**src/rtl/gb_rd_ctrl_mc_if.sv**
```systemverilog
// Global-buffer read port bundle: SRAM read request/pointer toward the banks and
// PE data-valid/ready handshake, one lane per channel.
interface gb_rd_ctrl_mc_if #(
  parameter int NUM_CH     = 3,
  parameter int ADDR_WIDTH = 9,
  parameter int ID_W       = 6
);
  logic [NUM_CH-1:0]            rd_en;
  logic [NUM_CH*ADDR_WIDTH-1:0] rd_addr;
  logic [NUM_CH*ID_W-1:0]       rd_id;
  logic [NUM_CH*ID_W-1:0]       next_id;
  logic [NUM_CH-1:0]            pe_val;
  logic [NUM_CH-1:0]            pe_rdy;

  modport master (
    output rd_en, rd_addr, rd_id, next_id, pe_val,
    input  pe_rdy
  );

  modport slave (
    input  rd_en, rd_addr, rd_id, next_id, pe_val,
    output pe_rdy
  );
endinterface

```
**src/rtl/gb_rd_ctrl_mc.sv**
```systemverilog
// Multi-channel GB read controller: per-channel pass/word sequencing, bank pointer
// with pull-back replay, and PE valid generation with one-cycle SRAM latency.
module gb_rd_ctrl_mc #(
  parameter int NUM_CH     = 3,
  parameter int ADDR_WIDTH = 9,
  parameter int CYC_W      = 12,
  parameter int NUM_W      = 4,
  parameter int ID_W       = 6
) (
  input  logic                             clk,
  input  logic                             rst,
  input  logic                             start,
  input  logic [NUM_CH*NUM_W-1:0]          cfg_sram_num,
  input  logic [NUM_CH*ADDR_WIDTH+NUM_CH-1:0] cfg_word_num,
  input  logic [NUM_CH*CYC_W-1:0]          cfg_cyc_num,
  input  logic [NUM_CH-1:0]                rd_prepare,
  input  logic [NUM_CH-1:0]                pullback,
  gb_rd_ctrl_mc_if.master                  rd_if,
  output logic [NUM_CH-1:0]                pass_done,
  output logic [NUM_CH-1:0]                rd_done,
  output logic [NUM_CH*2-1:0]              state,
  output logic [NUM_CH*CYC_W-1:0]          pass_cnt
);

  localparam int WW  = ADDR_WIDTH + 1;
  localparam int NW1 = NUM_W + 1;

  typedef enum logic [1:0] {S_IDLE = 2'd0, S_WAIT = 2'd1, S_READ = 2'd2, S_DONE = 2'd3} st_e;

  logic [NUM_W-1:0] sram_q [NUM_CH];
  logic [WW-1:0]    word_q [NUM_CH];
  logic [CYC_W-1:0] cyc_q  [NUM_CH];

  // Bank count 0 is stored as 1 so base IDs and the wrap rule see the effective size.
  always_ff @(posedge clk or posedge rst) begin
    if (rst) begin
      for (int unsigned c = 0; c < NUM_CH; c++) begin
        sram_q[c] <= '0;
        word_q[c] <= '0;
        cyc_q[c]  <= '0;
      end
    end else if (start) begin
      for (int unsigned c = 0; c < NUM_CH; c++) begin
        sram_q[c] <= (cfg_sram_num[c*NUM_W +: NUM_W] == '0) ? NUM_W'(1)
                                                            : cfg_sram_num[c*NUM_W +: NUM_W];
        word_q[c] <= cfg_word_num[c*WW +: WW];
        cyc_q[c]  <= cfg_cyc_num[c*CYC_W +: CYC_W];
      end
    end
  end

  for (genvar c = 0; c < NUM_CH; c++) begin : g_ch
    st_e                   st_q;
    logic [ADDR_WIDTH-1:0] addr_q, saddr_q, addr_nx;
    logic [NUM_W-1:0]      rel_q, srel_q, rel_inc, rel_nx;
    logic [WW-1:0]         wcnt_q;
    logic [CYC_W-1:0]      pcnt_q;
    logic                  pdone_q, pval_q, ren;
    logic [ID_W-1:0]       base;
    logic [WW-1:0]         wnum_in;
    logic [CYC_W-1:0]      cnum_in;

    assign wnum_in = cfg_word_num[c*WW +: WW];
    assign cnum_in = cfg_cyc_num[c*CYC_W +: CYC_W];

    always_comb begin
      base = '0;
      for (int unsigned k = 0; k < c; k++) base = base + ID_W'(sram_q[k]);
    end

    // The >= form also covers the post-reset bank count of 0.
    assign rel_inc = (({1'b0, rel_q} + NW1'(1)) >= {1'b0, sram_q[c]}) ? '0 : rel_q + NUM_W'(1);
    assign addr_nx = addr_q + ADDR_WIDTH'(1);
    assign rel_nx  = (addr_q == '1) ? rel_inc : rel_q;
    assign ren     = (st_q == S_READ) && rd_if.pe_rdy[c];

    always_ff @(posedge clk or posedge rst) begin
      if (rst) begin
        st_q    <= S_IDLE;
        addr_q  <= '0;
        saddr_q <= '0;
        rel_q   <= '0;
        srel_q  <= '0;
        wcnt_q  <= '0;
        pcnt_q  <= '0;
        pdone_q <= 1'b0;
        pval_q  <= 1'b0;
      end else begin
        pdone_q <= 1'b0;
        pval_q  <= ren;
        if (start) begin
          st_q    <= (wnum_in == '0 || cnum_in == '0) ? S_DONE : S_WAIT;
          addr_q  <= '0;
          saddr_q <= '0;
          rel_q   <= '0;
          srel_q  <= '0;
          wcnt_q  <= '0;
          pcnt_q  <= '0;
        end else begin
          case (st_q)
            S_WAIT: if (rd_prepare[c]) begin
              st_q    <= S_READ;
              saddr_q <= addr_q;
              srel_q  <= rel_q;
            end
            S_READ: if (ren) begin
              if (wcnt_q == word_q[c] - WW'(1)) begin
                pdone_q <= 1'b1;
                pcnt_q  <= pcnt_q + CYC_W'(1);
                wcnt_q  <= '0;
                st_q    <= (pcnt_q + CYC_W'(1) == cyc_q[c]) ? S_DONE : S_WAIT;
                addr_q  <= pullback[c] ? saddr_q : addr_nx;
                rel_q   <= pullback[c] ? srel_q  : rel_nx;
              end else begin
                wcnt_q <= wcnt_q + WW'(1);
                addr_q <= addr_nx;
                rel_q  <= rel_nx;
              end
            end
            default: ;
          endcase
        end
      end
    end

    assign rd_if.rd_en[c]                          = ren;
    assign rd_if.pe_val[c]                         = pval_q;
    assign rd_if.rd_addr[c*ADDR_WIDTH +: ADDR_WIDTH] = addr_q;
    assign rd_if.rd_id[c*ID_W +: ID_W]             = base + ID_W'(rel_q);
    assign rd_if.next_id[c*ID_W +: ID_W]           = base + ID_W'(rel_inc);
    assign pass_done[c]                            = pdone_q;
    assign rd_done[c]                              = (st_q == S_DONE);
    assign state[c*2 +: 2]                         = st_q;
    assign pass_cnt[c*CYC_W +: CYC_W]              = pcnt_q;
  end

endmodule

```
**src/flat_wrapper.sv**
```systemverilog
// flat-port wrapper written by rule: the top's interface ports become plain ports
module gb_rd_ctrl_mc_flat 
#(
  parameter int NUM_CH     = 3,
  parameter int ADDR_WIDTH = 9,
  parameter int CYC_W      = 12,
  parameter int NUM_W      = 4,
  parameter int ID_W       = 6
)
  (clk, rst, start, cfg_sram_num, cfg_word_num, cfg_cyc_num, rd_prepare, pullback, pass_done, rd_done, state, pass_cnt, rd_if_rd_en, rd_if_rd_addr, rd_if_rd_id, rd_if_next_id, rd_if_pe_val, rd_if_pe_rdy);
  gb_rd_ctrl_mc_if #(.NUM_CH(NUM_CH), .ADDR_WIDTH(ADDR_WIDTH), .ID_W(ID_W)) rd_if_i ();
  input  logic clk;
  input  logic rst;
  input  logic start;
  input  logic [NUM_CH*NUM_W-1:0] cfg_sram_num;
  input  logic [NUM_CH*ADDR_WIDTH+NUM_CH-1:0] cfg_word_num;
  input  logic [NUM_CH*CYC_W-1:0] cfg_cyc_num;
  input  logic [NUM_CH-1:0] rd_prepare;
  input  logic [NUM_CH-1:0] pullback;
  output logic [NUM_CH-1:0] pass_done;
  output logic [NUM_CH-1:0] rd_done;
  output logic [NUM_CH*2-1:0] state;
  output logic [NUM_CH*CYC_W-1:0] pass_cnt;
  output wire logic [$bits(rd_if_i.rd_en)-1:0] rd_if_rd_en;
  output wire logic [$bits(rd_if_i.rd_addr)-1:0] rd_if_rd_addr;
  output wire logic [$bits(rd_if_i.rd_id)-1:0] rd_if_rd_id;
  output wire logic [$bits(rd_if_i.next_id)-1:0] rd_if_next_id;
  output wire logic [$bits(rd_if_i.pe_val)-1:0] rd_if_pe_val;
  input wire logic [$bits(rd_if_i.pe_rdy)-1:0] rd_if_pe_rdy;
  assign rd_if_rd_en = rd_if_i.rd_en;
  assign rd_if_rd_addr = rd_if_i.rd_addr;
  assign rd_if_rd_id = rd_if_i.rd_id;
  assign rd_if_next_id = rd_if_i.next_id;
  assign rd_if_pe_val = rd_if_i.pe_val;
  assign rd_if_i.pe_rdy = rd_if_pe_rdy;
  gb_rd_ctrl_mc #(.NUM_CH(NUM_CH), .ADDR_WIDTH(ADDR_WIDTH), .CYC_W(CYC_W), .NUM_W(NUM_W), .ID_W(ID_W)) u_core (.clk(clk), .rst(rst), .start(start), .cfg_sram_num(cfg_sram_num), .cfg_word_num(cfg_word_num), .cfg_cyc_num(cfg_cyc_num), .rd_prepare(rd_prepare), .pullback(pullback), .rd_if(rd_if_i), .pass_done(pass_done), .rd_done(rd_done), .state(state), .pass_cnt(pass_cnt));
endmodule
```
**config.mk**
```make
export PLATFORM = sky130hd
export DESIGN_NAME = gb_rd_ctrl_mc_flat
export DESIGN_NICKNAME = d
export VERILOG_FILES = /design/src/rtl/gb_rd_ctrl_mc_if.sv /design/src/rtl/gb_rd_ctrl_mc.sv /design/src/flat_wrapper.sv
export SDC_FILE = /design/constraint.sdc
export NUM_CORES = 1
export LEC_CHECK = 0
export CELL_PAD_IN_SITES_DETAIL_PLACEMENT = 1
export CELL_PAD_IN_SITES_GLOBAL_PLACEMENT = 1
export CORE_MARGIN = 1.5
export CORE_UTILIZATION = 50
export CTS_CLUSTER_SIZE = 20
export DETAILED_ROUTE_END_ITERATION = 7
export DONT_BUFFER_PORTS = 1
export PLACE_DENSITY_LB_ADDON = 0.25
export SLEW_MARGIN = 20
export SYNTH_ARGS = -nofsm -noshare
export SYNTH_HDL_FRONTEND = slang
export SYNTH_SLANG_ARGS = --single-unit
```
**constraint.sdc**
```tcl
create_clock -name clk -period 9.7 [get_ports clk]
set_clock_uncertainty 0.15 [all_clocks]
set_input_delay 1.455 -clock clk [delete_from_list [all_inputs] [get_ports clk]]
set_output_delay 1.455 -clock clk [all_outputs]
set_load 0.05 [all_outputs]
```
* Word-level counts from Yosys, hierarchy flattened
Index checks and enable logic that the tools add are counted.
** Storage, ports and cells
- Bits of input ports :: 90
- Word-level logic and storage cells :: 248
- Register bits after elaboration :: 234
** Cells by class
- Order comparisons :: 3
- Reduce and logical (&&, ||, !) cells :: 45
- $add $sub $neg :: 23
- Multiplexer cells :: 114
- Equal/unequal tests :: 27
** Operator list (number)
- 9-bit 2-to-1 mux :: 24
- 12-bit 2-to-1 mux :: 12
- 4-bit 2-to-1 mux :: 33
- 10-bit 2-to-1 mux :: 12
- 12-bit by 1-bit adder with 12-bit output (second input constant) :: 3
- 12-bit equality test :: 3
- 12-bit logical NOT :: 3
- 2-bit 2-to-1 mux :: 18
- 10-bit by 1-bit adder with 10-bit output (second input constant) :: 3
- 10-bit equality test :: 3
- 10-bit logical NOT :: 3
- 2-bit nonzero test :: 15
- 10-bit by 1-bit subtractor with 10-bit output (second input constant) :: 3
- 9-bit by 1-bit adder with 9-bit output (second input constant) :: 3
- 9-bit equality test (second input constant) :: 3
- 3-bit != test (second input constant) :: 6
- 4-bit by 1-bit adder with 5-bit output (second input constant) :: 3
- 4-bit by 4-bit adder with 5-bit output :: 3
- 5-bit by 4-bit greater-or-equal comparator with 1-bit output :: 3
- 4-bit by 1-bit adder with 4-bit output (second input constant) :: 3
- 6-bit by 4-bit adder with 6-bit output :: 2
- 2-bit equality test (second input constant) :: 6
- 4-bit logical NOT :: 3
- 1-bit 2-to-1 mux :: 12
- 9 further kinds :: 30

* Logic depth before layout (Yosys ltp)
Gate-level depths: netlist of run 1.
- Word-level depth :: 9
- Depth in mapped cells :: 12

* Least setup slack after synthesis of run 1
Ideal clock, no wire load.
- Kind :: reg-to-output
- Start point :: register u_core.g_ch[2].rel_q[0]
- End point :: output port rd_if_next_id[16]
- Arrival time :: 3.176 ns
- Cell stages (with the launch flop) :: 13
- Data required time :: 8.095 ns
- Path slack :: 4.919 ns
- Cells stage by stage :: dfrtp_1 > ha_1 > ha_1 > a21o_1 > a21oi_1 > o2111a_1 > ha_1 > inv_1 > fa_1 > inv_1 > a21o_1 > a21oi_1 > xor2_1
** On the way
- Word-level cells in the longest chain between the ends :: 4
- Elaborated cells between the ends (all ways) :: 5
- Classes of those cells :: add/sub: 3; order compare: 1; mux: 1
** Ends and longest elaborated chain
- from (decl) :: line gb_rd_ctrl_mc.sv:55 : logic [NUM_W-1:0] rel_q, srel_q, rel_inc, rel_nx;
- from (signal assigned) :: line gb_rd_ctrl_mc.sv:113 : rel_q <= pullback[c] ? srel_q : rel_nx;
- from (signal assigned) :: line gb_rd_ctrl_mc.sv:117 : rel_q <= rel_nx;
- 4-bit by 1-bit adder with 5-bit output :: line gb_rd_ctrl_mc.sv:72 : assign rel_inc = (({1'b0, rel_q} + NW1'(1)) >= {1'b0, sram_q[c]}) ? '0 : rel_q + NUM_W'(1);
- 5-bit by 4-bit greater-or-equal comparator with 1-bit output :: line gb_rd_ctrl_mc.sv:72
- 4-bit 2-to-1 mux * :: line gb_rd_ctrl_mc.sv:72
- 6-bit by 4-bit adder with 6-bit output * :: line gb_rd_ctrl_mc.sv:130 : assign rd_if.next_id[c*ID_W +: ID_W] = base + ID_W'(rel_inc);
- to (decl) :: line flat_wrapper.sv:27 : output wire logic [$bits(rd_if_i.next_id)-1:0] rd_if_next_id;
Every way passes the cells marked *; elsewhere a longest branch is shown, timed or not.

* Worst setup path in the final report of run 1
Ends and elaborated chain as after synthesis.

==> results.py, run 1 <==
metrics = {
    "outcome": {
        "run_status": "finished clean",
    },
    "global_route": {
        "met3_usage": 0.0506,
        "grt_util_met1": 0.353,
        "grt_pass1_wl_um": 64000,
        "grt.total_usage": 0.275,
        "grt.busiest_layer": "met2",
        "antenna_found_initial": 0,
        "grt_max_degree": 246,
        "grt_pass1_vias": 12000,
        "grt.met2_usage": 0.457,
        "overflow": 0,
    },
    "setup_path": {
        "worstPathMaxFanout": 7,
        "end_kind": "primary output",
        "cp_slowest_cell": "xor2_1",
        "cp.required_ps": 8100,
        "setup.worst_path.class": "flip-flop to primary output",
        "max_stage_delay_ps": 800,
        "critPathLaunchType": "flip-flop",
        "cpMostUsedCell": "ha_1",
        "cp_data_arrival_time_ps": 4190,
        "crit_chain": "ha_1, ha_1, a21o_1, a21oi_1, o2111a_1, ha_1, inv_1, fa_1, inv_1, a21o_1, a21oi_1, xor2_1",
    },
    "synthesis": {
        "ys_seq_elements": 234,
        "synth.distinct_cells": 85,
        "syn_inst": 1520,
        "yosysTopAreaCellShare": 0.414,
        "synth_top_cell_by_area": "dfrtp_1",
        "seq_area_frac_synth": 0.414,
        "syn_area_per_cell_um2": 9.31,
        "synthTopCellsByCount": "dfrtp_1 (234), nand2_1 (177), nor2_1 (99), a21oi_1 (83), xnor2_1 (74)",
        "async_reset_ff_frac": 1.00,
        "yosys-top-cells-area": "dfrtp_1 (41%), mux2_2 (5.0%), nand2_1 (4.7%)",
        "synthFlopType": "dfrtp_1",
        "syn_area_um2": 14100,
        "synth-warning-count": 0,
        "synth-edff-count": 0,
        "yosysMostFrequentCell": "dfrtp_1",
    },
    "route": {
        "num_vias": 11600,
        "wire_per_inst_um": 21.5,
        "antenna_left": 0,
        "viasPerCell": 6.16,
        "drt_iter0_drc": 823,
        "drc": 0,
        "first_pass_iters": 5,
        "drt_wl_total_um": 40400,
    },
    "sta": {
        "setup_viol": 0,
        "min_period_ps": 5790,
        "clock.fmax_ghz": 0.173,
        "slew_headroom": 0.251,
        "drv_slew": 0,
        "tns_ps": 0,
        "tightestPinTransition_ps": 1120,
        "finalCritPeriodShare": 0.597,
        "timing.hold.ws_ps": 368,
        "rsz0062_at_grt": "false",
        "hold_violations": 0,
    },
    "floorplanning": {
        "core_area_um2": 27800,
        "die_h_um": 171,
        "die_x_um": 171,
        "row_count": 61,
        "io_pins": 207,
        "die_area_um2": 29300,
        "start_util": 0.509,
    },
    "clocking": {
        "cts_resized": 0,
        "insertion_delay_ps": 560,
        "clkTransAtPathRegs_ps": 60,
        "cts_setup_buffers": 0,
        "htree_levels": 1,
        "holdBufCountCts": 0,
        "cts_buffer_depth": 3,
        "clock-root-buffer": "clkbuf_16",
        "cts_made_buffers": 28,
        "cts_tree": "built",
        "cts.sinks": 234,
    },
    "pwr": {
        "pwr-share-clk": 0.428,
        "p_sw_w": 0.000757,
        "vdd_drop_max_mv": 0.151,
        "power_frac_comb": 0.141,
        "cellPowerDensity_nw_per_um2": 167,
        "leakage_nw": 6.46,
        "swShare": 0.298,
        "intPower_w": 0.00178,
        "pwr-share-seq": 0.431,
    },
    "final_layout": {
        "ff_latch_area_um2": 5860,
        "diodes": 0,
        "fin_cells": 1878,
        "syn2layout_area_growth_pct": 7.65,
        "layout-drive-gt1-share": 0.0993,
        "layout.nets": 1623,
        "fillers": 3187,
        "multiInputGateArea_um2": 7640,
    },
    "place": {
        "gp_congestion": 0.867,
        "hpwlAfterDp_um": 27300,
        "placed_cells": 1826,
        "io_buffer_count": 0,
    },
    "job": {
        "maxCapViolCount": 0,
    },
    "worst_hold_path": {
        "worstHoldPathType": "flip-flop to flip-flop",
    },
}
-- placed cells by master (no fill, tap or decap), drive strengths merged, types with 8 or more instances in the layout --
cell type	count
a21o	24
a21oi	83
a221oi	8
a31oi	25
and3	27
buf	12
clkbuf	41
dfrtp	234
ha	50
inv	57
mux2	63
mux2i	22
nand2	178
nand2b	16
nand3	71
nand4	12
nor2	99
nor2b	12
nor3	47
nor3b	8
nor4	32
nor4b	8
o211ai	9
o21ai	70
or2	11
or3	19
or4	10
xnor2	74
xor2	57
-- registers in the layout (all words and copies together), names as in the netlist, 12 cells and up --
register	cells
u_core.g_ch.addr_q	27
u_core.g_ch.wcnt_q	30
u_core.g_ch.pcnt_q	36
u_core.g_ch.rel_q	12
u_core.g_ch.srel_q	12
u_core.g_ch.saddr_q	27
u_core.word_q	30
u_core.sram_q	12
u_core.cyc_q	36
-- area by class of cell --
| type | count | share of cell area |
|---|---|---|
| tap | 378 | 0.0311 |
| clock inverter | 11 | 0.00961 |
| clock buffer | 41 | 0.0525 |
| sequential | 234 | 0.385 |
| inverter | 57 | 0.0145 |
| multi-input combinational | 1145 | 0.502 |
| timing repair buffer | 12 | 0.00592 |
-- routing by layer --
layer / part of all wire / vias up / routed length (µm)
li1: - / 5327 / -
met5: 0 / - / 0
met1: 0.43 / 5851 / 17400
met3: 0.055 / 86 / 2210
met2: 0.48 / 303 / 19200
met4: 0.039 / 0 / 1590
-- worst max-delay path, delay by kind of cell, from the launching register on --
kind | cells | cell delay (ps)
adders and majority gates | 4 | 1260
DFF | 1 | 470
buffers and inverters | 2 | 130
AOI/OAI and AO/OA | 5 | 950
xor gates and xnor gates | 1 | 800
-- metrics by stage --
stage	setup WS (ps)	power, W	util	area (µm²)
2_1_floorplan	1680	0.00140	-	14200
3_3_place_gp	4740	0.00145	0.514	14300
3_5_place_dp	4520	0.00147	0.514	14300
4_1_cts	3910	0.00256	0.548	15200
5_1_grt	3760	0.00263	0.548	15200
6_report	3910	0.00254	0.548	15200
-- logic make-up after synthesis --
family,count (synthesis),synth area share
adders and majority gates,55,0.0513
AOI/OAI and AO/OA,291,0.133
xor gates and xnor gates,132,0.0827
DFF,234,0.414
buffers and inverters,146,0.0475
and+or+nand+nor,576,0.206
other,1,0.000265
muxes,85,0.0657
-- power by group through the flow --
stage	clock network (W)	registers, W	logic (W)
3_5_place_dp	0	0.00111	0.000357
3_3_place_gp	0	0.00111	0.000344
4_1_cts	0.00111	0.00109	0.000360
5_1_grt	0.00114	0.00110	0.000388
6_report	0.00108	0.00109	0.000358
2_1_floorplan	0	0.00109	0.000315
-- path summary, 6_finish.rpt --
path                                           startpoint                        end  slack (ps)  cells after the start
worst max-delay path              u_core.g_ch[2].rel_q[0]          rd_if_next_id[16]        3910                     12
worst min-delay path            u_core.g_ch[1].saddr_q[7]  u_core.g_ch[1].saddr_q[7]         370                      2
worst max register to register           u_core.word_q[0]    u_core.g_ch[2].rel_q[2]        5590                      9
worst min register to register  u_core.g_ch[1].saddr_q[7]  u_core.g_ch[1].saddr_q[7]         370                      2
max in group asynchronous                             rst    u_core.g_ch[0].rel_q[0]        7150                      2
min in group asynchronous                             rst          u_core.word_q[14]         770                      1
(Power assumes the default switching activity.)
==> inputs of run 2 (changes only) <==
- clock period: 9.7 -> 5.6 ns (I/O delays scaled with it)
==> results.py, run 2 (same netlist as run 1, synthesis figures left out) <==
metrics = {
    "outcome": {
        "run_status": "finished clean",
    },
    "clocking": {
        "cts_setup_buffers": 0,
        "clkTransAtPathRegs_ps": 60,
        "cts_buffer_depth": 3,
        "cts_resized": 0,
        "cts.sinks": 234,
        "cts_made_buffers": 29,
        "holdBufCountCts": 0,
        "cts_tree": "built",
        "htree_levels": 1,
        "insertion_delay_ps": 560,
        "clock-root-buffer": "clkbuf_16",
    },
    "global_route": {
        "antenna_found_initial": 0,
        "grt_pass1_vias": 12400,
        "grt_pass1_wl_um": 64700,
        "overflow": 0,
        "grt_max_degree": 246,
        "grt.total_usage": 0.276,
    },
    "sta": {
        "finalCritPeriodShare": 0.852,
        "fin_ws_ps": 829,
        "slew_headroom": 0.267,
        "tns_ps": 0,
        "timing.hold.ws_ps": 192,
        "hold_violations": 0,
        "setup_viol": 0,
        "clock.fmax_ghz": 0.210,
        "min_period_ps": 4770,
        "tightestPinTransition_ps": 1090,
        "drv_slew": 0,
        "rsz0062_at_grt": "false",
    },
    "route": {
        "drt_wl_total_um": 40000,
        "viasPerCell": 6.14,
        "first_pass_iters": 5,
        "num_vias": 11600,
        "wire_per_inst_um": 21.2,
        "drc": 0,
        "antenna_left": 0,
        "drt_iter0_drc": 641,
    },
    "pwr": {
        "intPower_w": 0.00328,
        "swShare": 0.289,
        "p_sw_w": 0.00133,
        "leakage_nw": 6.54,
        "pwr-share-clk": 0.452,
        "pwr-share-seq": 0.411,
        "vdd_drop_max_mv": 0.402,
        "power_frac_comb": 0.137,
        "cellPowerDensity_nw_per_um2": 299,
    },
    "setup_path": {
        "cp_slowest_cell": "o21ai_0",
        "crit_chain": "ha_1, xnor2_1, inv_1, ha_1, a21oi_1, o21ai_0, nor2_1, ha_1, fa_1, a21o_1, a21o_1",
        "path_delay_family": "adder cells",
        "max_stage_delay_ps": 490,
        "cp_data_arrival_time_ps": 3780,
        "critPathLaunchType": "flip-flop",
        "end_kind": "primary output",
        "worstPathMaxFanout": 8,
        "cpMostUsedCell": "ha_1",
        "cp.required_ps": 4610,
        "setup.worst_path.class": "flip-flop to primary output",
        "crit_buf_inv": 1,
    },
    "floorplanning": {
        "die_area_um2": 29300,
        "die_h_um": 171,
        "io_pins": 207,
        "row_count": 61,
        "core_area_um2": 27800,
        "start_util": 0.509,
        "die_x_um": 171,
    },
    "final_layout": {
        "syn2layout_area_growth_pct": 8.84,
        "fin_util": 0.554,
        "fillers": 3177,
        "top_regs": "u_core.cyc_q x36, u_core.g_ch.pcnt_q x36",
        "layout-drive-gt1-share": 0.106,
        "layout.nets": 1629,
        "diodes": 0,
        "final_common_cell": "dfrtp_1",
        "final_cell_mix": "dfrtp_1 (234), nand2_1 (177), nor2_1 (98)",
    },
    "worst_hold_path": {
        "worstHoldPathType": "input pin to async pin",
    },
    "place": {
        "pre_cts_slack_ps": 1420,
        "gp_congestion": 0.856,
        "hpwlAfterDp_um": 27400,
        "io_buffer_count": 0,
    },
    "job": {
        "maxCapViolCount": 0,
    },
}
[run 2: cell count changes in the layout (fill, tap and decap cells not counted), sizes merged]
cell / delta
clkbuf: -2
bufinv: +3
buf: +5
clkinvlp: +3
clkinv: -2
[run 2: area by class of cell]
type / count / area (µm²) / area share
Sequential cell: 234 / 5860 / 0.380
Multi-Input combinational cell: 1145 / 7640 / 0.496
Clock inverter: 15 / 246 / 0.0160
Clock buffer: 39 / 823 / 0.0535
Inverter: 57 / 218 / 0.0141
Tap cell: 378 / 473 / 0.0307
Timing Repair Buffer: 17 / 140 / 0.00910
[run 2: power by group through the flow]
stage	Combinational, W	Clock [W]	Sequential [W]
global placement	0.000607	0	0.00192
finish	0.000632	0.00208	0.00189
detailed placement	0.000631	0	0.00192
CTS	0.000637	0.00212	0.00189
global route	0.000687	0.00218	0.00190
floorplan	0.000547	0	0.00189
[run 2: stage by stage]
stage                     cells  total power, W  area [µm²]
after global routing       1885         0.00477       15400
after global placement     1831         0.00253       14300
final                      1885         0.00461       15400
after detailed placement   1831         0.00255       14300
after CTS                  1885         0.00465       15400
after floorplan            1525         0.00243       14200
[run 2: worst paths after layout]
check,from,to,slack (ps),cells past startpoint
max in group asynchronous,rst,u_core.word_q[4],4450,2
min in group clk,start,u_core.g_ch[2].addr_q[0],240,1
hold / removal,rst,u_core.cyc_q[23],190,2
setup reg to reg,u_core.word_q[20],u_core.g_ch[0].rel_q[3],1560,9
hold reg to reg,u_core.g_ch[0].saddr_q[2],u_core.g_ch[0].saddr_q[2],370,2
setup / recovery,u_core.g_ch[1].rel_q[0],rd_if_next_id[10],830,11
[run 2: metal layers]
layer,GRT usage,routed length (µm),vias to the layer above
met5,0,0,-
met4,0.0866,1160,0
met3,0.0532,2170,65
met2,0.469,19300,271
met1,0.355,17400,5906
li1,-,-,5327
==> inputs of run 3 (changes only) <==
- CORE_MARGIN: 1.5 -> 2
==> results.py, run 3 (same netlist as run 1, synthesis figures left out) <==
metrics = {
    "setup_path": {
        "rr_worst_depth": 10,
        "worstReg2RegEnd": "u_core.g_ch[1].rel_q[3]",
        "setup.worst_path.class": "flip-flop to primary output",
        "reg2reg_from": "u_core.word_q[10]",
        "critPathLaunchType": "flip-flop",
        "end_kind": "primary output",
        "rrSetupSlack_ps": 1600,
        "crit_start": "u_core.g_ch[2].rel_q[1]",
        "cp.required_ps": 4610,
        "worstPathMaxFanout": 6,
        "cp_data_arrival_time_ps": 3770,
    },
    "place": {
        "placed_cells": 1833,
        "gp_congestion": 0.860,
        "io_buffer_count": 0,
        "hpwlAfterDp_um": 27500,
    },
    "clocking": {
        "cts_buffer_depth": 3,
        "cts_tree": "built",
        "insertion_delay_ps": 550,
        "clock-root-buffer": "clkbuf_16",
        "cts_made_buffers": 29,
        "cts_resized": 0,
        "clkTransAtPathRegs_ps": 60,
        "htree_levels": 1,
        "cts.sinks": 234,
        "cts_setup_buffers": 0,
        "holdBufCountCts": 0,
    },
    "pwr": {
        "p_sw_w": 0.00132,
        "vdd_drop_max_mv": 0.284,
        "swShare": 0.293,
        "cellPowerDensity_nw_per_um2": 294,
        "pwr-share-seq": 0.420,
        "pwr-share-clk": 0.439,
        "finalPower_w": 0.00452,
        "intPower_w": 0.00319,
        "leakage_nw": 6.52,
        "power_frac_comb": 0.141,
    },
    "global_route": {
        "grt.total_usage": 0.274,
        "grt_pass1_wl_um": 64800,
        "overflow": 0,
        "grt_max_degree": 246,
        "antenna_found_initial": 0,
        "grt_pass1_vias": 12200,
    },
    "sta": {
        "finalCritPeriodShare": 0.851,
        "setup_viol": 0,
        "slew_headroom": 0.262,
        "min_period_ps": 4760,
        "rsz0062_at_grt": "false",
        "tightestPinTransition_ps": 1100,
        "tns_ps": 0,
        "clock.fmax_ghz": 0.210,
        "drv_slew": 0,
        "hold_violations": 0,
    },
    "route": {
        "drt_wl_total_um": 40600,
        "viasPerCell": 6.10,
        "wire_per_inst_um": 21.5,
        "drt_iter0_drc": 749,
        "drc": 0,
        "first_pass_iters": 5,
        "num_vias": 11500,
        "antenna_left": 0,
    },
    "floorplanning": {
        "io_pins": 207,
        "die_area_um2": 29700,
        "core_area_um2": 27900,
        "row_count": 61,
        "start_util": 0.508,
        "die_h_um": 172,
        "die_x_um": 172,
    },
    "final_layout": {
        "fin_util": 0.551,
        "layout-drive-gt1-share": 0.105,
        "diodes": 0,
        "layout.nets": 1631,
        "final_common_cell": "dfrtp_1",
        "top_regs": "u_core.cyc_q x36, u_core.g_ch.pcnt_q x36",
        "syn2layout_area_growth_pct": 8.56,
        "fillers": 3122,
        "final_cell_mix": "dfrtp_1 (234), nand2_1 (177), nor2_1 (98)",
        "fin_cells": 1886,
    },
    "worst_hold_path": {
        "worstHoldPathType": "input pin to async pin",
    },
    "job": {
        "maxCapViolCount": 0,
    },
    "outcome": {
        "run_status": "finished clean",
    },
}
## run 3: through the flow
stage | area (µm²) | hold slack [ps] | setup WS (ps)
2_1_floorplan | 14200 | 329 | 1430
3_3_place_gp | 14300 | 353 | 1580
3_5_place_dp | 14300 | 361 | 1420
4_1_cts | 15400 | 186 | 820
5_1_grt | 15400 | 202 | 561
6_report | 15400 | 182 | 835
## run 3: worst max path at each step
stage | endpoint | slack [ps]
CTS | rd_if_next_id[15] | 820
global placement | rd_if_next_id[15] | 1580
global route | rd_if_next_id[15] | 560
finish | rd_if_next_id[15] | 840
floorplan | rd_if_next_id[16] | 1430
detailed placement | rd_if_next_id[15] | 1420
## run 3: layer usage
| metal | share of wire | GRT usage |
|---|---|---|
| met4 | 0.032 | 0.0891 |
| met3 | 0.057 | 0.0591 |
| met1 | 0.43 | 0.348 |
| met2 | 0.48 | 0.464 |
| met5 | 0 | 0 |
## run 3: critical path, cell delays in order, from the launching register on
cell and delay (ps):
dfrtp_1 470, ha_1 350, ha_1 290, a21o_1 110, a21oi_1 130, o2111ai_1 420
inv_1 100, ha_1 290, a21o_1 120, a21oi_1 100, xnor2_1 860
## run 3: cell type report
type                            count  area (µm²)  share of cell area
Clock buffer                       40         837              0.0545
Tap cell                          378         473              0.0308
Inverter                           57         218              0.0142
Timing Repair Buffer               19         155              0.0101
Multi-Input combinational cell   1145        7640               0.497
Sequential cell                   234        5860               0.381
Clock inverter                     13         179              0.0117
## run 3: power groups by stage
stage | combinational (W) | clock (W) | sequential [W]
3_5_place_dp | 0.000635 | 0 | 0.00192
3_3_place_gp | 0.000610 | 0 | 0.00192
4_1_cts | 0.000642 | 0.00201 | 0.00189
2_1_floorplan | 0.000547 | 0 | 0.00189
5_1_grt | 0.000693 | 0.00208 | 0.00191
6_report | 0.000637 | 0.00198 | 0.00190
